**config.mk**
```make
export PLATFORM = sky130hd
export DESIGN_NAME = i2s_mono_pcm16_flat
export DESIGN_NICKNAME = d
export VERILOG_FILES = /design/src/rtl/i2s_mono_pcm16_if.sv /design/src/rtl/i2s_mono_pcm16.sv /design/src/flat_wrapper.sv
export SDC_FILE = /design/constraint.sdc
export NUM_CORES = 1
export LEC_CHECK = 0
export BUFFER_PORTS_ARGS = -buffer_cell sky130_fd_sc_hd__buf_4
export CAP_MARGIN = 20
export CORE_AREA = 4 4 98 77
export CTS_CLUSTER_DIAMETER = 40
export DETAILED_ROUTE_END_ITERATION = 10
export DIE_AREA = 0 0 102 81
export PLACE_DENSITY = 0.74
export SKIP_LAST_GASP = 1
export SYNTH_ARGS = -nofsm -noshare
export SYNTH_HDL_FRONTEND = slang
export SYNTH_SLANG_ARGS = --single-unit
```
**constraint.sdc**
```tcl
create_clock -name clk -period 6.86 [get_ports clk]
set_input_delay 1.029 -clock clk [delete_from_list [all_inputs] [get_ports clk]]
set_output_delay 1.029 -clock clk [all_outputs]
set_load 0.03 [all_outputs]
```
**src/rtl/i2s_mono_pcm16_if.sv**
```systemverilog
// Host/serial bundle for one mono I2S PCM16 unit.
// slave = the block's view, master = the driver's (host / link) view.
interface i2s_mono_pcm16_if;
  logic        enable;
  logic        sel_rx;
  logic        bclk;
  logic        lrclk;
  logic [4:0]  align;
  logic        rx;
  logic        tx;
  logic [15:0] rx_pcm;
  logic [15:0] tx_pcm;
  logic        full;
  logic        push;
  logic        pop;

  modport slave (
    input  enable, sel_rx, bclk, lrclk, align, rx, tx_pcm, push, pop,
    output tx, rx_pcm, full
  );

  modport master (
    output enable, sel_rx, bclk, lrclk, align, rx, tx_pcm, push, pop,
    input  tx, rx_pcm, full
  );
endinterface

```
**src/rtl/i2s_mono_pcm16.sv**
```systemverilog
// Mono I2S slave for 16-bit PCM, left slot only. bclk/lrclk/rx are sampled
// on clk as data; nothing here is clocked by them.
module i2s_mono_pcm16 #(
  parameter int W    = 16,
  parameter int SLOT = 32
) (
  input logic             clk,
  input logic             rstn,
  i2s_mono_pcm16_if.slave bus
);
  logic [1:0]   bclk_sy, lr_sy, rx_sy;
  logic         bclk_d, lr_d, push_q, pop_q, sel_q;
  logic         bclk_s, lr_s, rx_s;
  logic         bclk_rise, bclk_fall, lr_edge;
  logic [4:0]   p, p_next, a_eff;
  logic [5:0]   lo, hi;
  logic         pend, synced, synced_nx, restart, sel_chg, ack, left;
  logic         tx_act, tx_load, tx_bit, rx_act, rx_done, set_ev;
  logic [W-1:0] sh, tx_word, rx_word, rx_pcm_r;
  logic         tx_r, full_r;

  assign bclk_s = bclk_sy[1];
  assign lr_s   = lr_sy[1];
  assign rx_s   = rx_sy[1];

  assign bus.tx     = tx_r;
  assign bus.rx_pcm = rx_pcm_r;
  assign bus.full   = full_r;

  // Synchronizers, edge history and ack history keep running while disabled.
  always_ff @(posedge clk or negedge rstn) begin
    if (!rstn) begin
      bclk_sy <= '0;
      lr_sy   <= '0;
      rx_sy   <= '0;
      bclk_d  <= 1'b0;
      lr_d    <= 1'b0;
      push_q  <= 1'b0;
      pop_q   <= 1'b0;
      sel_q   <= 1'b0;
    end else begin
      bclk_sy <= {bclk_sy[0], bus.bclk};
      lr_sy   <= {lr_sy[0], bus.lrclk};
      rx_sy   <= {rx_sy[0], bus.rx};
      bclk_d  <= bclk_s;
      lr_d    <= lr_s;
      push_q  <= bus.push;
      pop_q   <= bus.pop;
      sel_q   <= bus.sel_rx;
    end
  end

  // Edge pulses, slot position and data-window decode.
  always_comb begin
    bclk_rise = bclk_s & ~bclk_d;
    bclk_fall = ~bclk_s & bclk_d;
    lr_edge   = lr_s ^ lr_d;
    left      = ~lr_s;
    a_eff     = (bus.align > 5'd16) ? 5'd16 : bus.align;
    lo        = {1'b0, a_eff};
    hi        = lo + 6'd15;
    sel_chg   = sel_q ^ bus.sel_rx;
    ack       = bus.sel_rx ? (bus.pop ^ pop_q) : (bus.push ^ push_q);
    // An lrclk edge seen between bclk falls is held in pend until the next fall.
    restart   = bclk_fall & (lr_edge | pend);
    p_next    = restart ? 5'd0 : ((p == 5'(SLOT - 1)) ? p : p + 5'd1);
    // synced gates all data activity so a slot entered part-way is dropped.
    synced_nx = ~sel_chg & (synced | restart);
    // Word load and first bit can share a fall when align is 0.
    tx_word   = (p_next == 5'd0) ? bus.tx_pcm : sh;
    tx_act    = bus.enable & ~bus.sel_rx & ~sel_chg & bclk_fall & synced_nx & left;
    tx_load   = tx_act & (p_next == 5'd0);
    tx_bit    = tx_act & ({1'b0, p_next} >= lo) & ({1'b0, p_next} <= hi);
    rx_word   = {sh[W-2:0], rx_s};
    rx_act    = bus.enable & bus.sel_rx & ~sel_chg & bclk_rise & synced & left &
                ({1'b0, p} >= lo) & ({1'b0, p} <= hi);
    rx_done   = rx_act & ({1'b0, p} == hi);
    set_ev    = tx_load | rx_done;
  end

  // Slot tracking, serial shift path and the full flag.
  always_ff @(posedge clk or negedge rstn) begin
    if (!rstn) begin
      p      <= '0;
      pend   <= 1'b0;
      synced <= 1'b0;
      sh     <= '0;
      tx_r   <= 1'b0;
      full_r <= 1'b0;
    end else if (!bus.enable) begin
      p      <= '0;
      pend   <= 1'b0;
      synced <= 1'b0;
      sh     <= '0;
      tx_r   <= 1'b0;
      full_r <= 1'b0;
    end else begin
      pend   <= bclk_fall ? 1'b0 : (pend | lr_edge);
      synced <= synced_nx;
      if (bclk_fall) p <= p_next;
      if (sel_chg) begin
        sh   <= '0;
        tx_r <= 1'b0;
      end else if (bus.sel_rx) begin
        tx_r <= 1'b0;
        if (rx_act) sh <= rx_word;
      end else if (bclk_fall) begin
        if (tx_bit) begin
          tx_r <= tx_word[W-1];
          sh   <= {tx_word[W-2:0], 1'b0};
        end else begin
          tx_r <= 1'b0;
          if (tx_act) sh <= tx_word;
        end
      end
      // A new sample event beats a same-cycle acknowledge.
      if (set_ev)   full_r <= 1'b1;
      else if (ack) full_r <= 1'b0;
    end
  end

  // Received word register; holds through disable, overwritten on overrun.
  always_ff @(posedge clk or negedge rstn) begin
    if (!rstn)        rx_pcm_r <= '0;
    else if (rx_done) rx_pcm_r <= rx_word;
  end
endmodule

```
**src/flat_wrapper.sv**
```systemverilog
// flat-port wrapper written by rule: the top's interface ports become plain ports
module i2s_mono_pcm16_flat 
#(
  parameter int W    = 16,
  parameter int SLOT = 32
)
  (clk, rstn, bus_enable, bus_sel_rx, bus_bclk, bus_lrclk, bus_align, bus_rx, bus_tx_pcm, bus_push, bus_pop, bus_tx, bus_rx_pcm, bus_full);
  i2s_mono_pcm16_if bus_i ();
  input logic clk;
  input logic rstn;
  input wire logic [$bits(bus_i.enable)-1:0] bus_enable;
  input wire logic [$bits(bus_i.sel_rx)-1:0] bus_sel_rx;
  input wire logic [$bits(bus_i.bclk)-1:0] bus_bclk;
  input wire logic [$bits(bus_i.lrclk)-1:0] bus_lrclk;
  input wire logic [$bits(bus_i.align)-1:0] bus_align;
  input wire logic [$bits(bus_i.rx)-1:0] bus_rx;
  input wire logic [$bits(bus_i.tx_pcm)-1:0] bus_tx_pcm;
  input wire logic [$bits(bus_i.push)-1:0] bus_push;
  input wire logic [$bits(bus_i.pop)-1:0] bus_pop;
  output wire logic [$bits(bus_i.tx)-1:0] bus_tx;
  output wire logic [$bits(bus_i.rx_pcm)-1:0] bus_rx_pcm;
  output wire logic [$bits(bus_i.full)-1:0] bus_full;
  assign bus_i.enable = bus_enable;
  assign bus_i.sel_rx = bus_sel_rx;
  assign bus_i.bclk = bus_bclk;
  assign bus_i.lrclk = bus_lrclk;
  assign bus_i.align = bus_align;
  assign bus_i.rx = bus_rx;
  assign bus_i.tx_pcm = bus_tx_pcm;
  assign bus_i.push = bus_push;
  assign bus_i.pop = bus_pop;
  assign bus_tx = bus_i.tx;
  assign bus_rx_pcm = bus_i.rx_pcm;
  assign bus_full = bus_i.full;
  i2s_mono_pcm16 #(.W(W), .SLOT(SLOT)) u_core (.clk(clk), .rstn(rstn), .bus(bus_i));
endmodule
```
## Yosys cells after proc, flatten, opt, wreduce, memory -nomap -nowiden

Cells that the tools add are included.

| word-level totals | value |
|---|---|
| register bits after elaboration | 52 |
| input bits | 30 |
| word-level logic and storage cells | 88 |
| output and inout bits | 18 |

| cells by class | value |
|---|---|
| muxes and demuxes | 25 |
| equal/unequal tests | 7 |
| reduce and logical (&&, ||, !) cells | 2 |
| bitwise gates (word level) | 32 |
| $lt $le $gt $ge | 5 |
| $add $sub $neg | 2 |

Operator list:

| kind | count |
|---|---|
| 16-bit 2-to-1 mux | 8 |
| 5-bit 2-to-1 mux | 5 |
| 1-bit bitwise AND | 20 |
| 5-bit by 6-bit less-or-equal comparator with 1-bit output | 2 |
| 1-bit 2-to-1 mux | 12 |
| 5-bit >= comparator | 2 |
| 5-bit by 4-bit adder with 6-bit output, second input constant | 1 |
| 5-bit by 6-bit == test with 1-bit output | 1 |
| 5-bit by 1-bit adder with 5-bit output, second input constant | 1 |
| 5-bit == test, second input constant | 1 |
| 5-bit > comparator, second input constant | 1 |
| 5-bit logical NOT | 1 |
| 5-bit by 1-bit != test with 1-bit output, second input constant | 1 |
| 1-bit NOT | 5 |
| 4-bit by 1-bit != test with 1-bit output, second input constant | 1 |
| 4-bit by 2-bit != test with 1-bit output, second input constant | 1 |
| 1-bit bitwise XOR | 4 |
| 3-bit by 1-bit != test with 1-bit output, second input constant | 1 |
| 1-bit OR | 3 |
| 3-bit AND reduction | 1 |
| 2-bit by 1-bit != test with 1-bit output, second input constant | 1 |

## Logic depth before layout (Yosys ltp)

Gate-level depths: netlist (run 1).

| depth | value |
|---|---|
| word-level depth | 14 |
| gate-level depth with buffers | 14 |
| depth with buffers taken out | 12 |

## Worst setup path before layout (run 1)

Ideal clock, no wire load.

| path | value |
|---|---|
| path type | in2reg |
| from | input bus_align[4] |
| to | register u_core.sh[10] |
| library setup time | 110 ps |
| buffers on the path | 1 |
| stages | 11 |
| required time | 6,750 ps |
| path slack | 3,377 ps |
| arrival | 3,373 ps |
| cells stage by stage | inv_1 > nand2_1 > ha_1 > o21ai_0 > ha_1 > and3_1 > o21a_1 > o311ai_0 > o211ai_1 > clkbuf_1 > o41ai_1 |

| between the ends | value |
|---|---|
| longest elaborated chain between the ends | 10 |
| elaborated cells between the ends (all ways) | 19 |
| classes of those cells | add/sub: 1; order compare: 5; eq/ne: 2; mux: 6; bitwise: 4; reduce/logical: 1 |

Ends and longest elaborated chain:

| item | RTL line | RTL |
|---|---|---|
| from (decl) | flat_wrapper.sv:15 | `input wire logic [$bits(bus_i.align)-1:0] bus_align;` |
| 5-bit > comparator | i2s_mono_pcm16.sv:59 | `a_eff = (bus.align > 5'd16) ? 5'd16 : bus.align;` |
| 5-bit 2-to-1 mux (*) | i2s_mono_pcm16.sv:59 |  |
| 5-bit by 4-bit adder with 6-bit output or 5-bit >= comparator (tied branches) | i2s_mono_pcm16.sv:61, i2s_mono_pcm16.sv:73 |  |
| 5-bit by 6-bit less-or-equal comparator with 1-bit output or 1-bit bitwise AND (tied branches) | i2s_mono_pcm16.sv:73 | `tx_bit = tx_act & ({1'b0, p_next} >= lo) & ({1'b0, p_next} <= hi);` |
| 1-bit bitwise AND | i2s_mono_pcm16.sv:73 |  |
| 16-bit 2-to-1 mux | i2s_mono_pcm16.sv:108 | `if (tx_bit) begin` |
| 16-bit 2-to-1 mux | i2s_mono_pcm16.sv:107 | `end else if (bclk_fall) begin` |
| 16-bit 2-to-1 mux | i2s_mono_pcm16.sv:104 | `end else if (bus.sel_rx) begin` |
| 16-bit 2-to-1 mux | i2s_mono_pcm16.sv:101 | `if (sel_chg) begin` |
| 16-bit 2-to-1 mux | i2s_mono_pcm16.sv:90 | `end else if (!bus.enable) begin` |
| to (signal assigned) | i2s_mono_pcm16.sv:106 | `if (rx_act) sh <= rx_word;` |
| to (signal assigned) | i2s_mono_pcm16.sv:110 | `sh <= {tx_word[W-2:0], 1'b0};` |
| to (signal assigned) | i2s_mono_pcm16.sv:113 | `if (tx_act) sh <= tx_word;` |
| to (decl) | i2s_mono_pcm16.sv:19 | `logic [W-1:0] sh, tx_word, rx_word, rx_pcm_r;` |

Every way passes the cells marked *; elsewhere a longest branch is shown, timed or not. The select of a mux whose other input is x is not followed.
A chain may end at the register's enable or synchronous reset.

## Worst setup path in the final report (run 1)

| path | value |
|---|---|
| from | input bus_align[4] |
| to | register u_core.sh[0] |

Same word-level chain as after synthesis.

==> out/results.ini, run 1 <==
[layout]
drive_above_1_share = 0.263
final_cell_mix = dfrtp_1 (52), buf_4 (48), nand2_1 (35)
register_area_um2 = 1300
antenna_cells = 0
final_common_cell = dfrtp_1
multiInputGateArea_um2 = 1740
fillCellCount = 598
finalInstanceArea_um2 = 3630
fin_util = 0.547
area.growth.synth_to_final_pct = 13.5
fin_nets = 394

[floorplan]
fp.dieH_um = 81
io_pins = 48
rows = 26
start_util = 0.482
core_um2 = 6640
dieArea_um2 = 8260
die_w_um = 102

[placement]
port_buffers = 47
place_ws_ps = 2550
hpwl_um = 5010
place_area_um2 = 3530
gp_congestion = 0.846

[clocking]
h-tree-depth = 2
clock_sink_count = 52
cts_tree = built
holdBufCountCts = 0
cts_buffers = 5
cts.clk_slew.worst_paths_ps = 90
clk_latency_ps = 310
post_cts.repair.setup_buffers = 0
post_cts_resize_count = 0
clockBufferDepth = 2
root_buffer = clkbuf_8

[synth]
netlist_area_um2 = 3200
synthAdderAreaFrac = 0.0899
synthArstFlopShare = 1.00
yosys_warnings = 0
synth-edff-count = 0
syn-num-nets = 352
synthXorXnorAreaFrac = 0.0164
syn_inst = 299
synth_top_family_by_area = compound AO/OA/AOI/OAI gates
synth-simple-area-share = 0.155
ys_seq_elements = 52
synth_mux_area_frac = 0.126
synth_compound_area_frac = 0.158
ys_seq_area_frac = 0.407
synth_ff_type = dfrtp_1
synth.distinct_cells = 52
syn-mean-instance-area_um2 = 10.7

[power]
power_frac_seq = 0.535
sw_frac_of_total = 0.267
p_clk_frac = 0.307
combPwrFrac = 0.158
p_switching_w = 0.000160
power_density_nw_per_um2 = 165
p_leak_nw = 1.78
p_int_w = 0.000439
peakVddDrop_uv = 108

[sta]
setup_tns_ps = 0
tightest_slew_ps = 935
setup_ws_ps = 2870
layout_min_cycle_time_ps = 3990
post-route-period-util = 0.582
finalHoldViolCount = 0
rsz0062_at_grt = false
skew_ps = 7.84
slew_viol_final = 0
fmax_mhz = 251
setup_viol = 0
slew_headroom = 0.374
hold_slack_ps = 356

[detailed_routing]
avgRoutedWirePerCell_um = 16.3
via_count = 2425
post-route-drc-count = 0
vias_per_cell = 5.69
dr.pass1.iters = 4
routed_wl_um = 6940
dr.first_iter.drc_count = 86
drtAntennaViolNets = 0

[setup_path]
crit_path_end_kind = flip-flop
critPathKind = input pin to flip-flop
crit_chain = buf_4 -> inv_1 -> nand2_1 -> ha_1 -> o21ai_0 -> ha_1 -> and3_1 -> o21a_1 -> o311ai_0 -> nand3_1 -> mux2_2
cp_slowest_cell = nand3_1
start_kind = input pin
crit_top_cell = ha_1
cp.required_ps = 7050
cp_max_fo = 16
max_stage_delay_ps = 610
cp.arrival_ps = 4180

[min_path]
min_path_type = flip-flop to flip-flop

[global_route]
antenna_found_initial = 0
grt_start_max_net_pins = 53
grt_first_pass_wirelength_um = 11200
grt_overflow = 0
track_usage = 0.172
grt_pass1_vias = 2349

[job]
cap_violations = 0

[status]
status = finished, final reports clean

synth_stat cells, types with 3 or more instances:
cell type,instances,area (um2)
ha_1,23,288
clkbuf_8,4,55.1
xnor2_1,3,26.3
inv_1,7,26.3
a221oi_1,4,35.0
xor2_1,3,26.3
nand3_1,5,25.0
mux2i_1,12,120
a221o_1,4,40.0
nand2_1,35,131
mux2_2,25,282
dfrtp_1,52,1300
and2_1,3,18.8
o21ai_1,4,20.0
a21oi_1,12,60.1
and3_1,4,25.0
nand2b_1,4,25.0
clkbuf_1,3,11.3
nor3_1,14,70.1
a32o_1,4,40.0
nor2b_1,7,43.8
a22o_1,4,35.0
o21ai_0,8,40.0
or2_2,3,18.8
a21boi_0,6,45.0
nor2_1,12,45.0
o41ai_1,4,35.0
path summary, 6_finish.rpt:
check,depth (start not counted),startpoint,slack [ps],to
worst max-delay path,11,bus_align[4],2870,u_core.sh[0]
worst min-delay path,0,u_core.bclk_sy[0],360,u_core.bclk_sy[1]
worst max register to register,10,u_core.bclk_sy[1],3340,u_core.sh[0]
worst min register to register,0,u_core.bclk_sy[0],360,u_core.bclk_sy[1]
max in group asynchronous,1,rstn,5660,u_core.bclk_d
min in group asynchronous,1,rstn,730,u_core.rx_sy[0]
metal layers:
metal / part of all wire / vias to the layer above / global-route usage
met1: 0.48 / 1162 / 0.253
li1: - / 1188 / -
met5: 0 / - / 0
met3: 0.064 / 6 / 0.0378
met2: 0.45 / 69 / 0.258
met4: 0.0092 / 0 / 0.0406
per-stage QoR:
step	instances	total power (W)
finish	426	0.000599
global placement	417	0.000419
CTS	425	0.000604
detailed placement	417	0.000421
floorplan	299	0.000390
global route	426	0.000628
state kept, by name, summed over array words and instances, names as in the netlist:
register,count
u_core.rx_sy,2
u_core.sh,16
u_core.pend,1
u_core.push_q,1
u_core.p,5
u_core.bus.rx_pcm,16
u_core.pop_q,1
u_core.bclk_d,1
u_core.synced,1
u_core.sel_q,1
u_core.lr_sy,2
u_core.bclk_sy,2
u_core.bus.tx,1
u_core.bus.full,1
u_core.lr_d,1
critical path: cells and delay by family:
kind / cells / cell delay [ps]
AOI/OAI and AO/OA: 3 / 870
buffers and inverters: 2 / 270
muxes: 1 / 480
adders and majority gates: 2 / 570
and+or+nand+nor: 3 / 960
power groups by stage:
stage | clock network, W | logic, W | registers [W]
after floorplan | 0 | 0.0000658 | 0.000324
after global placement | 0 | 0.0000931 | 0.000326
after detailed placement | 0 | 0.0000944 | 0.000327
after CTS | 0.000189 | 0.0000949 | 0.000321
after global routing | 0.000200 | 0.000106 | 0.000322
final | 0.000184 | 0.0000946 | 0.000321
cell type report:
class,count,area share
sequential,52,0.358
multi-input combinational,227,0.480
inverter,7,0.00724
clock inverter,1,0.00207
tap,84,0.0290
clock buffer,7,0.0238
timing repair buffer,48,0.0993
cell families after synthesis:
family	after synthesis
AO/OA/AOI/OAI	66
XOR/XNOR	6
adder cells (fa/ha/maj)	23
buffers and inverters	20
flip-flops	52
multiplexers	37
AND/OR/NAND/NOR	95
Power figures use the tool's default switching activity.
==> run 2, diff against run 1 <==
--- a/config.mk
+++ b/config.mk
@@ -5,13 +5,14 @@
 export SDC_FILE = /design/constraint.sdc
 export NUM_CORES = 1
 export LEC_CHECK = 0
+export ABC_AREA = 1
 export BUFFER_PORTS_ARGS = -buffer_cell sky130_fd_sc_hd__buf_4
 export CAP_MARGIN = 20
-export CORE_AREA = 4 4 98 77
+export CORE_AREA = 4 4 100 78
 export CTS_CLUSTER_DIAMETER = 40
 export DETAILED_ROUTE_END_ITERATION = 10
-export DIE_AREA = 0 0 102 81
-export PLACE_DENSITY = 0.74
+export DIE_AREA = 0 0 104 82
+export PLACE_DENSITY = 0.77
 export SKIP_LAST_GASP = 1
 export SYNTH_ARGS = -nofsm -noshare
 export SYNTH_HDL_FRONTEND = slang
==> constraint.sdc (replaced) <==
create_clock -name clk -period 3.2 [get_ports clk]
set_input_delay 0.48 -clock clk [delete_from_list [all_inputs] [get_ports clk]]
set_output_delay 0.48 -clock clk [all_outputs]
set_load 0.03 [all_outputs]
==> out/results.ini, run 2 <==
[layout]
multiInputGateArea_um2 = 1710
final_common_cell = nand2_1
final_cell_mix = nand2_1 (121), inv_1 (69), nand3_1 (60)
register_area_um2 = 1300
fin_nets = 562
fillCellCount = 618
antenna_cells = 0
drive_above_1_share = 0.147
area.growth.synth_to_final_pct = 16.3

[sta]
setup_tns_ps = 0
fmax_mhz = 337
skew_ps = 10.7
layout_min_cycle_time_ps = 2960
slew_viol_final = 0
post-route-period-util = 0.926
slew_headroom = 0.530
setup_viol = 0
finalHoldViolCount = 0
rsz0062_at_grt = false
tightest_slew_ps = 704

[synth]
netlist_area_um2 = 3350
ys_seq_elements = 52
yosys_warnings = 0
syn-mean-instance-area_um2 = 7.21
synth_top_area_share = 0.388
synth-edff-count = 0
netlist_top_cells_area = dfrtp_1 (39%), nand2_1 (14%), nand3_1 (9.0%)
synth_commonest_cells = nand2_1 (121), inv_1 (69), nand3_1 (60), dfrtp_1 (52), o21ai_0 (47)
syn-num-nets = 518
synth_top_cell_by_area = dfrtp_1
synth_ff_type = dfrtp_1
synth.distinct_cells = 30
ys_seq_area_frac = 0.388
yosysMostFrequentCell = nand2_1
synthArstFlopShare = 1.00
syn_inst = 465

[power]
power_density_nw_per_um2 = 362
p_switching_w = 0.000442
combPwrFrac = 0.207
peakVddDrop_uv = 198
power_w = 0.00141
sw_frac_of_total = 0.313
p_int_w = 0.000969
power_frac_seq = 0.495
p_leak_nw = 2.08
p_clk_frac = 0.298

[detailed_routing]
routed_wl_um = 8140
via_count = 3151
avgRoutedWirePerCell_um = 13.7
drtAntennaViolNets = 0
post-route-drc-count = 0
dr.pass1.iters = 5
dr.first_iter.drc_count = 334
vias_per_cell = 5.30

[global_route]
antenna_found_initial = 0
grt_start_max_net_pins = 53
track_usage = 0.197
grt_first_pass_wirelength_um = 13700
grt_pass1_vias = 2863
grt_overflow = 0

[status]
status = finished, final reports clean

[clocking]
clock_sink_count = 52
root_buffer = clkbuf_8
cts.clk_slew.worst_paths_ps = 110
clk_latency_ps = 320
holdBufCountCts = 0
cts_tree = built
clockBufferDepth = 2
cts_buffers = 5
h-tree-depth = 2

[setup_path]
path_delay_family = simple AND/OR/NAND/NOR gates
start_kind = input pin
ff2ff_path_depth = 17
cp_slowest_cell = nor2_4
cp.required_ps = 3450
crit_path_end_kind = flip-flop
max_stage_delay_ps = 330
cp_max_fo = 16
crit_cells = 20
crit_top_cell = nand2_1
path_buf_inv = 3
critPathKind = input pin to flip-flop
crit_chain = buf_4 -> nor2_1 -> nand2_1 -> o21ai_0 -> nand2_1 -> ha_1 -> nand3_1 -> xor2_1 -> inv_1 -> ha_1 -> and3_1 -> o21ai_0 -> nand3b_1 -> nand2_1 -> inv_1 -> nor2_4 -> nand3_1 -> nand3_1 -> nand2_1 -> nand2_1
cp.arrival_ps = 3220

[min_path]
min_path_type = input pin to asynchronous set/reset pin

[floorplan]
core_um2 = 6770
rows = 26
die_w_um = 104
dieArea_um2 = 8530
io_pins = 48
start_util = 0.495
fp.dieH_um = 82

[placement]
port_buffers = 47
gp_congestion = 0.890
hpwl_um = 5950

[job]
cap_violations = 0

run 2: final timing paths:
path                                   endpoint               from  slack, ps
hold reg to reg               u_core.bclk_sy[1]  u_core.bclk_sy[0]        360
setup / recovery                  u_core.sh[15]       bus_align[0]        240
hold / removal             u_core.bus.rx_pcm[7]               rstn        180
min in group clk                u_core.lr_sy[0]          bus_lrclk        260
setup reg to reg                  u_core.sh[15]        u_core.p[1]        330
max in group asynchronous          u_core.sh[8]               rstn       2560
run 2: worst register-to-register path, cell delays in order, from the launching register on:
cell      delay [ps]
dfrtp_1          470
ha_1             260
nand4_1          170
nand3_1          110
nand2_1          160
inv_1            100
ha_1             320
nand2_1           70
inv_1             40
o21ai_0          180
nand3b_1         100
nand2_1           80
inv_1             60
nor2_4           330
nand3_1          150
nand3_1           90
nand2_1           50
nand2_1           50
run 2: cell type report:
cell class                      count  share of cell area
Sequential cell                    52               0.334
Clock inverter                      2             0.00449
Multi-Input combinational cell    327               0.439
Clock buffer                        6              0.0212
Timing Repair Buffer               52               0.107
Tap cell                           84              0.0270
Inverter                           71              0.0684
run 2: power groups by stage:
stage	registers (W)	logic [W]	clock network, W
after floorplan	0.000707	0.000195	0
after global placement	0.000709	0.000281	0
after detailed placement	0.000710	0.000288	0
after CTS	0.000697	0.000289	0.000429
after global routing	0.000701	0.000334	0.000457
final	0.000698	0.000291	0.000421
run 2: routing by layer:
layer / routed length, um / vias to the layer above / global-route usage / share of wire
met2: 3520 / 106 / 0.304 / 0.43
met1: 4050 / 1434 / 0.286 / 0.50
li1: - / 1598 / - / -
met5: 0 / - / 0 / 0
met3: 460 / 13 / 0.0322 / 0.057
met4: 110 / 0 / 0.0624 / 0.014
run 2: kinds of logic after synthesis:
kind of cell	Yosys count	synth area share
AO/OA/AOI/OAI	72	0.113
multiplexers	1	0.00336
adder cells (fa/ha/maj)	23	0.0859
XOR/XNOR	2	0.00523
AND/OR/NAND/NOR	229	0.303
buffers and inverters	86	0.102
flip-flops	52	0.388
run 2: through the flow:
step	setup slack, ps	utilization	instance area (um2)	hold slack, ps	cells
2_1_floorplan	382	-	3350	184	465
3_3_place_gp	146	0.561	3800	333	586
3_5_place_dp	-46.3	0.561	3800	337	586
4_1_cts	286	0.576	3900	211	594
5_1_grt	5.85	0.576	3900	230	594
6_report	237	0.576	3900	178	594
run 2: timing repair:
action,4_1_cts,5_1_grt
setup endpoints to repair,0,2
resized for setup,0,0
setup buffers,0,0
==> run 3, diff against run 2 <==
--- a/config.mk
+++ b/config.mk
@@ -7,11 +7,11 @@
 export LEC_CHECK = 0
 export ABC_AREA = 1
 export BUFFER_PORTS_ARGS = -buffer_cell sky130_fd_sc_hd__buf_4
-export CAP_MARGIN = 20
-export CORE_AREA = 4 4 100 78
+export CAP_MARGIN = 5
+export CORE_AREA = 4 4 111 71
 export CTS_CLUSTER_DIAMETER = 40
 export DETAILED_ROUTE_END_ITERATION = 10
-export DIE_AREA = 0 0 104 82
+export DIE_AREA = 0 0 115 75
 export PLACE_DENSITY = 0.77
 export SKIP_LAST_GASP = 1
 export SYNTH_ARGS = -nofsm -noshare
==> out/results.ini, run 3 (synthesis gave the netlist of run 2 again) <==
[status]
status = finished, final reports clean

[setup_path]
critPathKind = input pin to flip-flop
start_kind = input pin
path_buf_inv = 3
cp_slowest_cell = ha_1
cp.arrival_ps = 3010
cp.required_ps = 3380
max_stage_delay_ps = 280
crit_path_end_kind = flip-flop
crit_chain = buf_4 -> nor2_1 -> nand2_1 -> o21ai_0 -> nand2_1 -> ha_1 -> nand3_1 -> xor2_1 -> inv_1 -> ha_1 -> and3_1 -> o21ai_0 -> nand3b_1 -> nand2_1 -> nand3_1 -> buf_12 -> nand3_1 -> nand3_1 -> nand2_1 -> nand2_1
cp_max_fo = 16
crit_top_cell = nand2_1
path_delay_family = simple AND/OR/NAND/NOR gates

[clocking]
post_cts.repair.setup_buffers = 0
clk_latency_ps = 290
clock_sink_count = 52
cts.clk_slew.worst_paths_ps = 70
post_cts_resize_count = 0
h-tree-depth = 2
cts_tree = built
root_buffer = clkbuf_16
holdBufCountCts = 0
clockBufferDepth = 2
cts_buffers = 5

[detailed_routing]
drtAntennaViolNets = 0
routed_wl_um = 8600
via_count = 3262
vias_per_cell = 5.41
avgRoutedWirePerCell_um = 14.3
post-route-drc-count = 0
dr.pass1.iters = 5
dr.first_iter.drc_count = 308

[floorplan]
start_util = 0.481
die_w_um = 115
rows = 24
fp.dieH_um = 75
dieArea_um2 = 8630
core_um2 = 6970
io_pins = 48

[global_route]
track_usage = 0.210
antenna_found_initial = 0
grt_start_max_net_pins = 53
grt_pass1_vias = 2995
grt_overflow = 0
grt_first_pass_wirelength_um = 14500

[layout]
fin_nets = 565
multiInputGateArea_um2 = 1710
register_area_um2 = 1300
antenna_cells = 0
area.growth.synth_to_final_pct = 18.7
fillCellCount = 629
drive_above_1_share = 0.150
final_cell_mix = nand2_1 (121), inv_1 (69), nand3_1 (60)
final_common_cell = nand2_1

[sta]
skew_ps = 6.72
rsz0062_at_grt = false
finalHoldViolCount = 0
tightest_slew_ps = 677
setup_viol = 0
layout_min_cycle_time_ps = 2820
slew_headroom = 0.549
fmax_mhz = 354
setup_tns_ps = 0
post-route-period-util = 0.882
slew_viol_final = 0

[job]
cap_violations = 0

[power]
power_density_nw_per_um2 = 383
peakVddDrop_uv = 344
power_w = 0.00152
p_leak_nw = 2.12

[placement]
port_buffers = 47
gp_congestion = 0.859
hpwl_um = 6290

[min_path]
min_path_type = input pin to asynchronous set/reset pin

-- run 3: cell count changes in the layout (fill, tap and decap cells not counted), sizes merged --
cell      change
clkbuf        -1
inv           -2
buf           +3
clkinvlp      +1
clkinv        +1
-- run 3: per-layer routing --
layer | GRT usage | part of all wire
met1 | 0.322 | 0.47
met2 | 0.306 | 0.42
met5 | 0 | 0
met4 | 0.0508 | 0.013
met3 | 0.0410 | 0.095
-- run 3: final cells by class --
cell class | count | share of cell area
multi-input cells | 327 | 0.430
flip-flops and latches | 52 | 0.327
repair buffers | 55 | 0.113
inverters | 71 | 0.0670
clock buffers | 5 | 0.0314
well taps | 91 | 0.0286
clock inverters | 2 | 0.00314
-- run 3: path summary, 6_finish.rpt --
kind                                         to               from  slack [ps]  cells past startpoint
setup / recovery                  u_core.sh[12]       bus_align[0]         380                     20
hold / removal             u_core.bus.rx_pcm[4]               rstn         220                      1
setup reg to reg                   u_core.sh[2]        u_core.p[1]         480                     12
hold reg to reg               u_core.bclk_sy[1]  u_core.bclk_sy[0]         350                      0
max in group asynchronous           u_core.p[0]               rstn        2520                      1
min in group clk                u_core.lr_sy[0]          bus_lrclk         290                      1
-- run 3: through the flow --
stage                     utilization  hold WS, ps  area [um2]  worst slack (ps)  cells
after floorplan                     -          184        3350               382    465
after global placement          0.551          332        3840               225    596
after detailed placement        0.551          336        3840               112    596
after CTS                       0.571          252        3980               399    603
after global routing            0.571          279        3980              57.0    603
final                           0.571          218        3980               377    603
-- run 3: report_power, final --
part | total (W) | internal [W] | switching [W]
clock network | 0.000526 | 0.000285 | 0.000241
logic | 0.000300 | 0.000108 | 0.000192
registers | 0.000699 | 0.000681 | 0.0000178
